==> src/rtl/pila_param_pkg.sv <==
// Shared CPU constants for the return-address stack: default PC width,
// default stack depth, overflow-mode encodings and request decoding.
package pila_param_pkg;

  // Default return-address width and number of stack entries
  localparam int PC_WIDTH    = 10;
  localparam int STACK_DEPTH = 8;

  // Behaviour of a push while the stack is full
  localparam int WRAP_DROP      = 0;
  localparam int WRAP_OVERWRITE = 1;

  // Request seen in one cycle, encoded as {pop, push}
  typedef enum logic [1:0] {
    REQ_NONE = 2'b00,
    REQ_PUSH = 2'b01,
    REQ_POP  = 2'b10,
    REQ_BOTH = 2'b11
  } req_e;

  // Fold the two request strobes into a single request code
  function automatic req_e decode_req(input logic push, input logic pop);
    logic [1:0] raw_s;
    raw_s = {pop, push};
    return req_e'(raw_s);
  endfunction

endpackage

==> src/rtl/pila_ctrl.sv <==
// Return-address stack control: write pointer, entry count, sticky error
// flags and request decoding. Produces the write strobe/address for the
// storage array and the index of the current top entry.
import pila_param_pkg::*;

module pila_ctrl #(
  parameter int DEPTH = STACK_DEPTH,
  parameter int WRAP  = WRAP_DROP,
  localparam int AW   = $clog2(DEPTH),
  localparam int CW   = AW + 1
) (
  input  logic          clk,
  input  logic          reset,
  input  logic          push,
  input  logic          pop,
  input  logic          clr_err,
  output logic          we,
  output logic [AW-1:0] waddr,
  output logic [AW-1:0] top,
  output logic [CW-1:0] count,
  output logic          empty,
  output logic          full,
  output logic          overflow,
  output logic          underflow
);

  // Width-exact constants so pointer and count arithmetic never truncates
  localparam logic [CW-1:0] DEPTH_C  = CW'(DEPTH);
  localparam logic [CW-1:0] ONE_C    = CW'(1);
  localparam logic [CW-1:0] ZERO_C   = CW'(0);
  localparam logic [AW-1:0] ONE_P    = AW'(1);
  localparam logic [AW-1:0] ZERO_P   = AW'(0);

  logic [AW-1:0] wp_r;
  logic [AW-1:0] wp_nxt_s;
  logic [CW-1:0] count_r;
  logic [CW-1:0] count_nxt_s;
  logic          ovf_r;
  logic          udf_r;
  logic          ovf_nxt_s;
  logic          udf_nxt_s;
  logic          ovf_evt_s;
  logic          udf_evt_s;
  logic          we_s;
  logic [AW-1:0] waddr_s;
  logic [AW-1:0] top_s;
  logic          empty_s;
  logic          full_s;
  req_e          req_s;

  assign empty_s = (count_r == ZERO_C);
  assign full_s  = (count_r == DEPTH_C);
  // Top entry sits just below the write pointer, modulo DEPTH
  assign top_s   = wp_r - ONE_P;

  // Decode the request against the current fill level into next state
  always_comb begin
    req_s       = decode_req(push, pop);
    wp_nxt_s    = wp_r;
    count_nxt_s = count_r;
    ovf_evt_s   = 1'b0;
    udf_evt_s   = 1'b0;
    we_s        = 1'b0;
    waddr_s     = wp_r;
    case (req_s)
      REQ_PUSH: begin
        if (!full_s) begin
          we_s        = 1'b1;
          wp_nxt_s    = wp_r + ONE_P;
          count_nxt_s = count_r + ONE_C;
        end else if (WRAP == WRAP_OVERWRITE) begin
          // Oldest entry is overwritten; count stays at DEPTH
          we_s      = 1'b1;
          wp_nxt_s  = wp_r + ONE_P;
          ovf_evt_s = 1'b1;
        end else begin
          ovf_evt_s = 1'b1;
        end
      end
      REQ_POP: begin
        if (!empty_s) begin
          wp_nxt_s    = wp_r - ONE_P;
          count_nxt_s = count_r - ONE_C;
        end else begin
          udf_evt_s = 1'b1;
        end
      end
      REQ_BOTH: begin
        if (!empty_s) begin
          // Return-then-call: replace the top entry in place, never an error
          we_s    = 1'b1;
          waddr_s = top_s;
        end else begin
          // Nothing to return from: act as a plain push, flag the bad pop
          we_s        = 1'b1;
          wp_nxt_s    = wp_r + ONE_P;
          count_nxt_s = count_r + ONE_C;
          udf_evt_s   = 1'b1;
        end
      end
      REQ_NONE: begin
        we_s = 1'b0;
      end
      default: begin
        we_s = 1'b0;
      end
    endcase
    // Sticky flags: a new error event wins over a same-cycle clear
    ovf_nxt_s = (ovf_r & ~clr_err) | ovf_evt_s;
    udf_nxt_s = (udf_r & ~clr_err) | udf_evt_s;
  end

  // Pointer, count and flag registers with asynchronous reset
  always_ff @(posedge clk or posedge reset) begin
    if (reset) begin
      wp_r    <= ZERO_P;
      count_r <= ZERO_C;
      ovf_r   <= 1'b0;
      udf_r   <= 1'b0;
    end else begin
      wp_r    <= wp_nxt_s;
      count_r <= count_nxt_s;
      ovf_r   <= ovf_nxt_s;
      udf_r   <= udf_nxt_s;
    end
  end

  // Array writes are suppressed while reset is held so reset wins over a push
  assign we        = we_s & ~reset;
  assign waddr     = waddr_s;
  assign top       = top_s;
  assign count     = count_r;
  assign empty     = empty_s;
  assign full      = full_s;
  assign overflow  = ovf_r;
  assign underflow = udf_r;

endmodule

==> src/rtl/pila_param.sv <==
// Parameterised return-address stack: circular storage array plus the
// pila_ctrl pointer/count/flag block. DEPTH must be a power of two >= 2
// so the write pointer wraps naturally modulo DEPTH.
import pila_param_pkg::*;

module pila_param #(
  parameter int WIDTH = PC_WIDTH,
  parameter int DEPTH = STACK_DEPTH,
  parameter int WRAP  = WRAP_DROP,
  localparam int AW   = $clog2(DEPTH)
) (
  input  logic             clk,
  input  logic             reset,
  input  logic             push,
  input  logic             pop,
  input  logic [WIDTH-1:0] din,
  input  logic             clr_err,
  output logic [WIDTH-1:0] dout,
  output logic             empty,
  output logic             full,
  output logic [AW:0]      count,
  output logic             overflow,
  output logic             underflow
);

  logic [WIDTH-1:0] mem_r [DEPTH];
  logic             we_s;
  logic [AW-1:0]    waddr_s;
  logic [AW-1:0]    top_s;
  logic             empty_s;

  pila_ctrl #(
    .DEPTH (DEPTH),
    .WRAP  (WRAP)
  ) u_ctrl (
    .clk       (clk),
    .reset     (reset),
    .push      (push),
    .pop       (pop),
    .clr_err   (clr_err),
    .we        (we_s),
    .waddr     (waddr_s),
    .top       (top_s),
    .count     (count),
    .empty     (empty_s),
    .full      (full),
    .overflow  (overflow),
    .underflow (underflow)
  );

  // Storage array; contents are deliberately not reset
  always_ff @(posedge clk) begin
    if (we_s) begin
      mem_r[waddr_s] <= din;
    end
  end

  // Top-of-stack read, masked to zero when empty so stale data never leaks
  always_comb begin
    if (empty_s) begin
      dout = {WIDTH{1'b0}};
    end else begin
      dout = mem_r[top_s];
    end
  end

  assign empty = empty_s;

endmodule
==> config.mk <==
export PLATFORM = sky130hd
export DESIGN_NAME = pila_param
export DESIGN_NICKNAME = d
export VERILOG_FILES = /design/src/rtl/pila_param_pkg.sv /design/src/rtl/pila_ctrl.sv /design/src/rtl/pila_param.sv
export SDC_FILE = /design/constraint.sdc
export NUM_CORES = 1
export LEC_CHECK = 0
export ABC_CLOCK_PERIOD_IN_PS = 3750
export CAP_MARGIN = 0
export CELL_PAD_IN_SITES_DETAIL_PLACEMENT = 1
export CELL_PAD_IN_SITES_GLOBAL_PLACEMENT = 2
export CORE_UTILIZATION = 44
export CTS_BUF_LIST = sky130_fd_sc_hd__clkbuf_8
export DETAILED_ROUTE_END_ITERATION = 10
export PLACE_DENSITY_LB_ADDON = 0.1
export SLEW_MARGIN = 20
export SYNTH_ARGS = -nofsm -noshare
export SYNTH_HDL_FRONTEND = slang
export SYNTH_SLANG_ARGS = --single-unit
==> constraint.sdc <==
create_clock -name clk -period 3.75 [get_ports clk]
set_input_delay 1.125 -clock clk [delete_from_list [all_inputs] [get_ports clk]]
set_output_delay 1.125 -clock clk [all_outputs]
set_load 0.02 [all_outputs]
==> impl_metrics.json <==
{
  "syn_avg_cell_area_sq_um": 15.9,
  "post_synth_most_frequent_cells": "sky130_fd_sc_hd__edfxtp_1 (80), sky130_fd_sc_hd__nand2_1 (25), sky130_fd_sc_hd__mux4_2 (20), sky130_fd_sc_hd__a21oi_1 (15), sky130_fd_sc_hd__nor2_1 (13)",
  "min-delay-path-class": "register to register",
  "setup_viol": 0,
  "gp_congestion": 0.723,
  "critical-path-top-delay-family": "buffers and inverters",
  "yosysSeqAreaShare_pct": 68.3,
  "sequence_of_cells_on_the_critical_path": "inv_1 -> ha_1 -> buf_4 -> mux4_2 -> nand2_1 -> a21oi_1 -> clkdlybuf4s50_1",
  "relative_slew_slack_pct": 63.6,
  "layout-drive-gt1-share_pct": 21.5,
  "max_freq_mhz": 276,
  "drv.max_cap_violation_count": 0,
  "critical_path.slowest_cell": "sky130_fd_sc_hd__clkdlybuf4s50_1",
  "clk_pin_slew_worst_paths_ns": 0.10,
  "via_count": 2266,
  "sw_frac_of_total_pct": 38.2,
  "placedInstanceArea_sq_mm": 0.00435,
  "rows": 33,
  "worst_ir_drop_vdd_mv": 0.497,
  "cts_sinks": 89,
  "track_usage_pct": 20.6,
  "n_antenna_cell": 0,
  "unrepaired_setup_endpoints_after_global_routing": "false",
  "internal_power_uw": 2370,
  "detailed_route_iter0_violations": 105,
  "synthCells": 242,
  "cts.path.max_buffers": 2,
  "cp-end-kind": "output port",
  "tritoncts.num_buffers": 9,
  "insertion_delay_ns": 0.37,
  "remaining_overflow_grt": 0,
  "antenna_violating_nets_post_route": 0,
  "final_min_period_over_clock_period_pct": 96.5,
  "detail_route.first_pass.iterations": 4,
  "critPathRequiredTime_ns": 2.62,
  "portBuffers": 32,
  "synth_ff_type": "sky130_fd_sc_hd__edfxtp_1",
  "synth.cell_area_sq_mm": 0.00385,
  "cts_tree": "yes",
  "finalWirelength_mm": 8.30,
  "synth-edff-count": 80,
  "synth.top_cells.by_area": "sky130_fd_sc_hd__edfxtp_1 (62%), sky130_fd_sc_hd__mux4_2 (12%), sky130_fd_sc_hd__dfrtp_1 (5.9%), sky130_fd_sc_hd__nand2_1 (2.4%), sky130_fd_sc_hd__a21oi_1 (2.0%)",
  "ctsRootBufferMaster": "sky130_fd_sc_hd__clkbuf_8",
  "number_of_global_route_vias_before_repair": 2332,
  "synthDominantAreaCellType": "sky130_fd_sc_hd__edfxtp_1",
  "hold_viol": 0,
  "clock-skew-final_ns": 0.0183,
  "timing.critical_path.arrival_ns": 2.49,
  "die_w_um": 95.5,
  "die_area_sq_mm": 0.00913,
  "post-dp-hpwl_mm": 5.47,
  "worstMarginPinSlew_ns": 0.539,
  "power.density_mw_per_mm2": 838,
  "clockPowerShare_pct": 18.2,
  "largest_net_degree_at_the_start_of_global_routing": 22,
  "status": "complete, no violations",
  "power.static_leakage_uw": 0.00163,
  "cts_max_level": 3,
  "initial_utilization_pct": 46.1,
  "final_cell_count_no_fill": 398,
  "grt_first_pass_wirelength_mm": 13.2,
  "critical_path.startpoint_type": "register",
  "synthArstFlopShare_pct": 10.1,
  "route.detailed.wl_per_inst_um": 20.9,
  "synth-seq-cells": 89,
  "drt-vias-per-instance": 5.69,
  "period_minus_slack_ns": 3.62,
  "final.setup.tns_ns": 0,
  "worst-setup-path-type": "register to output port",
  "post_synthesis_cell_type_count": 40,
  "number_of_antenna_violations_at_the_first_check_in_global_routing": 0,
  "design.final.nets": 306,
  "detail_route.drc_violations": 0,
  "ys_warn_count": 0,
  "power.switching_uw": 1460,
  "synth.top_cell.area_share_pct": 62.4,
  "ios": 33,
  "design_area_sq_mm": 0.00457,
  "die-height_um": 95.5,
  "seq_power_share_pct": 33.7,
  "cts_post_setup_buffers_inserted": 0,
  "share_of_power_burned_in_combinational_logic_pct": 48.1,
  "synth_most_common_cell": "sky130_fd_sc_hd__edfxtp_1",
  "slew_viol_final": 0,
  "crit_path_max_incr_delay_ns": 0.64,
  "path_buf_inv": 3,
  "count_of_hold_buffers_inserted_by_post_cts_repair": 0,
  "cp_max_fo": 11,
  "area_growth_pct": 18.9,
  "area_of_the_core_sq_mm": 0.00834,
  "place.detailed.instances": 382,
  "postSynthNetCount": 260
}
==> stage by stage <==
step / total power [uW] / hold WS (ns) / worst slack [ns] / utilization (%)
after floorplan: 2500 / 0.605 / 0.226 / -
after global placement: 3170 / 0.519 / 0.423 / 52.2
after detailed placement: 3200 / 0.528 / 0.374 / 52.2
after CTS: 3890 / 0.541 / 0.0197 / 54.7
after global routing: 4040 / 0.592 / 0.0247 / 54.8
final: 3830 / 0.536 / 0.132 / 54.8
==> placed cells by master (no fill, tap or decap), drive strengths merged, types with 3 or more instances in the layout <==
master,instances
ha,3
a31oi,4
clkbuf,9
buf,21
clkdlybuf4s50,26
and3,3
a21oi,16
o21ai,4
nor2,13
nand2,25
dfrtp,9
mux4,20
nand2b,3
edfxtp,80
inv,12
dlymetal6s2s,5
xnor2,5
nand3,6
==> flip-flops by register name, indices dropped and copies added, names as in the netlist <==
signal            cells
u_ctrl.wp_r           3
mem_r                80
u_ctrl.count          4
u_ctrl.overflow       1
u_ctrl.underflow      1
==> repair_timing <==
action,4_1_cts,5_1_grt
cloned,0,0
resized for setup,2,5
endpoints found under the hold margin,0,0
endpoints found under the setup margin,5,5
==> final timing paths <==
| path | slack (ns) | start | endpoint | cells after the start |
|---|---|---|---|---|
| setup / recovery | 0.13 | u_ctrl.wp_r[1] | dout[1] | 7 |
| hold / removal | 0.54 | u_ctrl.underflow | u_ctrl.underflow | 2 |
| setup reg to reg | 1.14 | u_ctrl.count[0] | mem_r[0][4] | 6 |
| hold reg to reg | 0.54 | u_ctrl.underflow | u_ctrl.underflow | 2 |
| max in group asynchronous | 2.52 | reset | u_ctrl.wp_r[1] | 3 |
| min in group asynchronous | 1.07 | reset | u_ctrl.count[3] | 3 |
==> worst reg2reg max path, delay by kind of cell (launching register included) <==
family	cells	cell delay (ns)
AND/OR/NAND/NOR	2	0.86
flip-flops	1	0.49
buffers and inverters	2	0.44
AO/OA/AOI/OAI	1	0.38
multiplexers	1	0.14
==> layout make-up <==
type                    count  area (sq um)
multi-input cells         126          1070
inverters                   9          38.8
clock buffers               9           124
fillers                   817          3770
flip-flops and latches     89          2630
repair buffers             53           489
well taps                 105           131
clock inverters             7          87.6
==> power groups by stage <==
| stage | sequential (uW) | combinational, uW | clock [uW] |
|---|---|---|---|
| 6_report | 1290 | 1840 | 698 |
| 3_5_place_dp | 1310 | 1890 | 0 |
| 4_1_cts | 1290 | 1890 | 712 |
| 2_1_floorplan | 1300 | 1200 | 0 |
| 3_3_place_gp | 1310 | 1870 | 0 |
| 5_1_grt | 1310 | 1990 | 750 |
==> cell families after synthesis <==
family,count (synthesis),share of synthesized area [%]
XOR/XNOR,6,1.37
buffers and inverters,27,3.80
flip-flops,89,68.3
AO/OA/AOI/OAI,37,6.37
adder cells (fa/ha/maj),3,0.975
AND/OR/NAND/NOR,59,7.25
multiplexers,21,12.0
==> layer usage <==
| metal | GRT usage [%] | part of all wire [%] | up-vias |
|---|---|---|---|
| met5 | 0 | 0 | - |
| met4 | 6.34 | 1.2 | 0 |
| met3 | 4.15 | 3.3 | 8 |
| met2 | 33.5 | 49 | 41 |
| met1 | 28.1 | 46 | 1182 |
| li1 | - | - | 1035 |
Note: power is estimated with default switching activity, not from simulation.
